[config.mk]
export PLATFORM = sky130hd
export DESIGN_NAME = demux_deser
export DESIGN_NICKNAME = d
export VERILOG_FILES = /design/src/rtl/demux_deser.sv
export SDC_FILE = /design/constraint.sdc
export NUM_CORES = 1
export LEC_CHECK = 0
export BUFFER_PORTS_ARGS = -buffer_cell sky130_fd_sc_hd__buf_2
export CORE_ASPECT_RATIO = 0.7
export CORE_MARGIN = 2
export CORE_UTILIZATION = 42
export CTS_CLUSTER_SIZE = 24
export DETAILED_ROUTE_END_ITERATION = 7
export HOLD_SLACK_MARGIN = 0.06
export PLACE_DENSITY_LB_ADDON = 0.08
export SLEW_MARGIN = 20
export SYNTH_ARGS = -nofsm -noshare
export SYNTH_HDL_FRONTEND = slang
export SYNTH_SLANG_ARGS = --single-unit
[constraint.sdc]
create_clock -name clk -period 2.54 [get_ports clk]
set_input_delay 0.508 -clock clk [delete_from_list [all_inputs] [get_ports clk]]
set_output_delay 0.508 -clock clk [all_outputs]
set_load 0.02 [all_outputs]
[src/rtl/demux_deser.sv]
// demux_deser: serial-to-parallel receiver feeding a 1-to-2 demultiplexer.
// A WIDTH-bit word arrives LSB first after a start strobe and is delivered
// to dout0/dout1 (chosen by sel at the start edge) with a valid/ready handshake.
// Optional feature macro: DEMUX_DESER_PARITY_EN adds one even-parity bit after
// the data and drives par_err; without it par_err is tied low.
module demux_deser #(
  parameter int WIDTH = 8
) (
  input  logic             clk,
  input  logic             rst_n,
  input  logic             start,
  input  logic             din,
  input  logic             sel,
  input  logic             ready,
  output logic [WIDTH-1:0] dout0,
  output logic [WIDTH-1:0] dout1,
  output logic             valid0,
  output logic             valid1,
  output logic             busy,
  output logic             par_err
);

  localparam int CW = $clog2(WIDTH);
  localparam logic [CW-1:0] LAST = CW'(WIDTH - 1);

`ifdef DEMUX_DESER_PARITY_EN
  typedef enum logic [1:0] {IDLE = 2'd0, SHIFT = 2'd1, PAR = 2'd2, HOLD = 2'd3} state_t;

  // Even parity check: high when data bits plus parity bit have odd weight.
  function automatic logic parity_error(input logic [WIDTH-1:0] word, input logic pbit);
    return (^word) ^ pbit;
  endfunction
`else
  typedef enum logic [1:0] {IDLE = 2'd0, SHIFT = 2'd1, HOLD = 2'd3} state_t;
`endif

  state_t           state_r;
  state_t           state_s;
  logic [CW-1:0]    count_r;
  logic [WIDTH-1:0] shreg_r;
  logic             chan_r;
  logic             last_s;
  logic             deliver_s;
  logic [WIDTH-1:0] word_s;
  logic [WIDTH-1:0] deliver_word_s;

  // State register.
  always_ff @(posedge clk or negedge rst_n) begin
    if (!rst_n) begin
      state_r <= IDLE;
    end else begin
      state_r <= state_s;
    end
  end

  // Next-state decode, word assembly and delivery strobe.
  always_comb begin
    state_s   = state_r;
    deliver_s = 1'b0;
    last_s    = (count_r == LAST);
    word_s    = shreg_r;
    word_s[count_r] = din;
    case (state_r)
      IDLE: begin
        if (start) state_s = SHIFT;
        else       state_s = IDLE;
      end
      SHIFT: begin
        if (last_s) begin
`ifdef DEMUX_DESER_PARITY_EN
          state_s = PAR;
`else
          state_s   = HOLD;
          deliver_s = 1'b1;
`endif
        end else begin
          state_s = SHIFT;
        end
      end
`ifdef DEMUX_DESER_PARITY_EN
      PAR: begin
        state_s   = HOLD;
        deliver_s = 1'b1;
      end
`endif
      HOLD: begin
        if (ready) state_s = IDLE;
        else       state_s = HOLD;
      end
      default: state_s = IDLE;
    endcase
`ifdef DEMUX_DESER_PARITY_EN
    // Every data bit is already in the shift register by the parity cycle.
    deliver_word_s = shreg_r;
`else
    // The last data bit is delivered straight from din on its own edge.
    deliver_word_s = word_s;
`endif
  end

  // Shift register, bit counter and channel latch.
  always_ff @(posedge clk or negedge rst_n) begin
    if (!rst_n) begin
      count_r <= {CW{1'b0}};
      shreg_r <= {WIDTH{1'b0}};
      chan_r  <= 1'b0;
    end else begin
      case (state_r)
        IDLE: begin
          if (start) begin
            chan_r  <= sel;
            count_r <= {CW{1'b0}};
          end
        end
        SHIFT: begin
          shreg_r <= word_s;
          if (last_s) count_r <= {CW{1'b0}};
          else        count_r <= count_r + {{(CW-1){1'b0}}, 1'b1};
        end
        default: ;
      endcase
    end
  end

  // Registered outputs: channel words, valid flags and busy.
  always_ff @(posedge clk or negedge rst_n) begin
    if (!rst_n) begin
      dout0  <= {WIDTH{1'b0}};
      dout1  <= {WIDTH{1'b0}};
      valid0 <= 1'b0;
      valid1 <= 1'b0;
      busy   <= 1'b0;
    end else begin
      busy <= (state_s != IDLE);
      if (deliver_s) begin
        if (chan_r) begin
          dout1  <= deliver_word_s;
          valid1 <= 1'b1;
        end else begin
          dout0  <= deliver_word_s;
          valid0 <= 1'b1;
        end
      end else if (state_r == HOLD && ready) begin
        if (chan_r) valid1 <= 1'b0;
        else        valid0 <= 1'b0;
      end
    end
  end

`ifdef DEMUX_DESER_PARITY_EN
  // Parity error flag, set with valid and cleared on the handshake.
  always_ff @(posedge clk or negedge rst_n) begin
    if (!rst_n) begin
      par_err <= 1'b0;
    end else if (deliver_s) begin
      par_err <= parity_error(shreg_r, din);
    end else if (state_r == HOLD && ready) begin
      par_err <= 1'b0;
    end
  end
`else
  assign par_err = 1'b0;
`endif

endmodule

==> flow_summary.json <==
{
  "grt_use_total_pct": 15.23,
  "synth_compound_area_share_pct": 11.19,
  "fin_skew_ps": 7.988,
  "cts_hold_buf": 0,
  "post-route-drc-count": 0,
  "numPlacedInstances": 208,
  "clock-sinks": 33,
  "fp.coreArea_um2": 3536,
  "postPlaceCellArea_um2": 1662,
  "start_util_pct": 43.95,
  "grt-ovfl-total": 0,
  "synthesis.area_um2": 1554,
  "htree_num_levels": 2,
  "crit_chain": "ha_1 -> ha_1 -> and4b_1 -> nor2_1 -> a31oi_1",
  "antenna_cells": 0,
  "synth_area_per_cell_um2": 10.79,
  "yosysWarnings": 0,
  "register_area_um2": 825.8,
  "cts_root_buf": "clkbuf_8",
  "ir_drop_uv": 612.2,
  "yosys.area_share.simple_pct": 17.79,
  "cap_viol_max_count": 0,
  "critPathCaptureType": "flop",
  "insertion_delay_ps": 280,
  "clk_pin_slew_ps": 70,
  "synthXorXnorAreaFrac_pct": 0,
  "path_common_cell": "ha_1",
  "yosys.area.top_type_share_pct": 53.14,
  "drt-initial-drc-count": 64,
  "cts_buffers": 5,
  "synth_seq_area_share_pct": 53.14,
  "finalHoldViolCount": 0,
  "synth_area_leader_cell": "dfrtp_1",
  "postRouteAntennaNets": 0,
  "grt_max_degree": 34,
  "fin_crit_sh_pct": 78.70,
  "cts_buffer_depth": 2,
  "fin_cells": 216,
  "post_cts_buffers": 0,
  "vias_per_cell": 5.056,
  "yosysUniqueCellTypes": 32,
  "fin_setup_tns_ps": 0,
  "rsz0062_at_grt": "no",
  "leakage_nw": 0.7394,
  "path_max_fanout": 16,
  "slew-limit-headroom_pct": 52.65,
  "synth_area_leaders": "dfrtp_1 (53%), mux2_2 (7.2%), nor2_1 (4.8%), a31oi_1 (4.0%), mux2i_1 (2.6%)",
  "fillers": 344,
  "period_needed_ps": 1999,
  "yosys-mux-area-fraction_pct": 9.823,
  "syn_inst": 144,
  "start_kind": "flop",
  "drv_slew": 0,
  "critPathBufInv": 0,
  "grt_pass1_wl_um": 4781,
  "antenna_found_initial": 0,
  "tightest_slew_ps": 710.2,
  "vias": 1092,
  "first_pass_iters": 6,
  "synth.ff_latch_count": 33,
  "finalSetupViolations": 0,
  "crit_arrival_ps": 2200,
  "power_mw": 2.555,
  "required_ps": 2740,
  "syn_to_final_growth_pct": 14.41,
  "design_area_um2": 1778,
  "layout-drive-gt1-share_pct": 30.12,
  "slowest_stage": "dfrtp_1",
  "synth_top_family_by_area": "simple AND/OR/NAND/NOR gates",
  "fmax_ghz": 0.5003,
  "globalplace.congestion": 0.7486,
  "ctsResizeCount": 0,
  "crit_type": "flop to flop",
  "port_buffers": 24,
  "multi_input_area_um2": 638.1,
  "cts_tree": "yes",
  "hp-class": "primary input to asynchronous set/reset pin",
  "totalWireLength_um": 2921,
  "dp_hpwl_um": 2054,
  "fp.dieW_um": 76.70,
  "power_density_nw_per_um2": 1437,
  "die_h_um": 54.89,
  "slowest_delay_ps": 640,
  "syn_nets": 152,
  "nNetsFinal": 173,
  "outcome": "completed",
  "die_area_um2": 4210,
  "synth_fa_ha_area_share_pct": 1.610,
  "grt_pass1_vias": 983,
  "crit_family": "simple AND/OR/NAND/NOR gates",
  "wl_per_cell_um": 13.52,
  "pin_count": 26,
  "rows": 18
}
==> routing by layer <==
layer / vias to the layer above / routed length (um) / GRT usage, %
met5: - / 0 / 0
met4: 0 / 27 / 5.455
met3: 4 / 113 / 4.708
met2: 18 / 1241 / 22.51
met1: 528 / 1539 / 21.41
li1: 542 / - / -
==> area by class of cell <==
type                       instances  share of cell area, %
timing repair buffer              25                  7.178
inverter                           2                 0.4222
clock inverter                     1                  1.689
tap                               50                  3.519
multi-input combinational         98                  35.89
sequential                        33                  46.45
clock buffer                       7                  4.856
==> layout by cell type, fill, tap and decap left out, types with 2 or more instances in the layout <==
| cell | instances |
|---|---|
| dfrtp_1 | 33 |
| buf_2 | 24 |
| nor2_1 | 20 |
| nand2_1 | 10 |
| mux2_2 | 10 |
| a31oi_1 | 10 |
| a21oi_1 | 7 |
| clkbuf_8 | 6 |
| nand3_1 | 5 |
| nor3b_1 | 4 |
| o21ai_0 | 4 |
| nor2b_1 | 4 |
| mux2i_1 | 4 |
| inv_1 | 2 |
| nor3_1 | 2 |
| a21bo_2 | 2 |
| nor2_2 | 2 |
| a21oi_2 | 2 |
| ha_1 | 2 |
==> cell usage after synthesis <==
cell and number:
nand2b_1 1, a21oi_2 2, a21oi_1 7, nand4b_1 1
a22o_1 1, dfrtp_1 33, mux2i_1 4, nor3b_2 1
buf_12 1, buf_2 4, a31oi_1 10, o21ai_0 4
nand3_1 5, clkbuf_1 1, nor3_1 2, a21bo_2 2
inv_1 2, conb_1 1, ha_1 2, nand2_1 10
buf_4 3, and4b_1 1, nor2b_1 4, a32o_1 1
nand3b_1 1, nor4bb_1 1, nand4_1 1, nor3b_1 4
mux2_2 10, nor2_2 2, nor2_1 20, buf_6 2
==> registers in the layout (all words and copies together), names as in the netlist <==
register,count
busy,1
chan_r,1
count_r,3
dout0,8
dout1,8
shreg_r,8
state_r,2
valid0,1
valid1,1
==> power breakdown <==
| part | internal, mW | switching [mW] |
|---|---|---|
| Sequential | 0.776 | 0.256 |
| Clock | 0.320 | 0.180 |
| Combinational | 0.460 | 0.563 |
| Total | 1.56 | 0.999 |
==> through the flow <==
step / worst slack (ps) / utilization [%] / hold slack [ps]
after floorplan: 978.8 / - / 212.4
after global placement: 636.0 / 46.99 / 480.4
after detailed placement: 499.7 / 46.99 / 494.2
after CTS: 508.9 / 50.28 / 304.5
after global routing: 267.0 / 50.28 / 327.0
final: 541.1 / 50.28 / 278.1
==> final timing paths <==
path	from	end	slack [ps]	cells after the start
worst min register to register	shreg_r[4]$_DFFE_PN0N_	shreg_r[4]$_DFFE_PN0N_	510	1
max in group asynchronous	rst_n	dout1[4]$_DFFE_PN0P_	1810	1
worst max register to register	count_r[0]$_DFFE_PN0P_	dout1[5]$_DFFE_PN0P_	540	5
worst min-delay path	rst_n	chan_r$_DFFE_PN0P_	280	1
min in group clk	sel	chan_r$_DFFE_PN0P_	470	2
worst max-delay path	count_r[0]$_DFFE_PN0P_	dout1[5]$_DFFE_PN0P_	540	5
==> cell families after synthesis <==
| logic type | Yosys count |
|---|---|
| compound gates | 27 |
| fa+ha+maj | 2 |
| buf+inv | 13 |
| flops | 33 |
| mux | 14 |
| other cells | 1 |
| simple gates | 54 |
No activity file was read; power rests on OpenSTA's default activity.
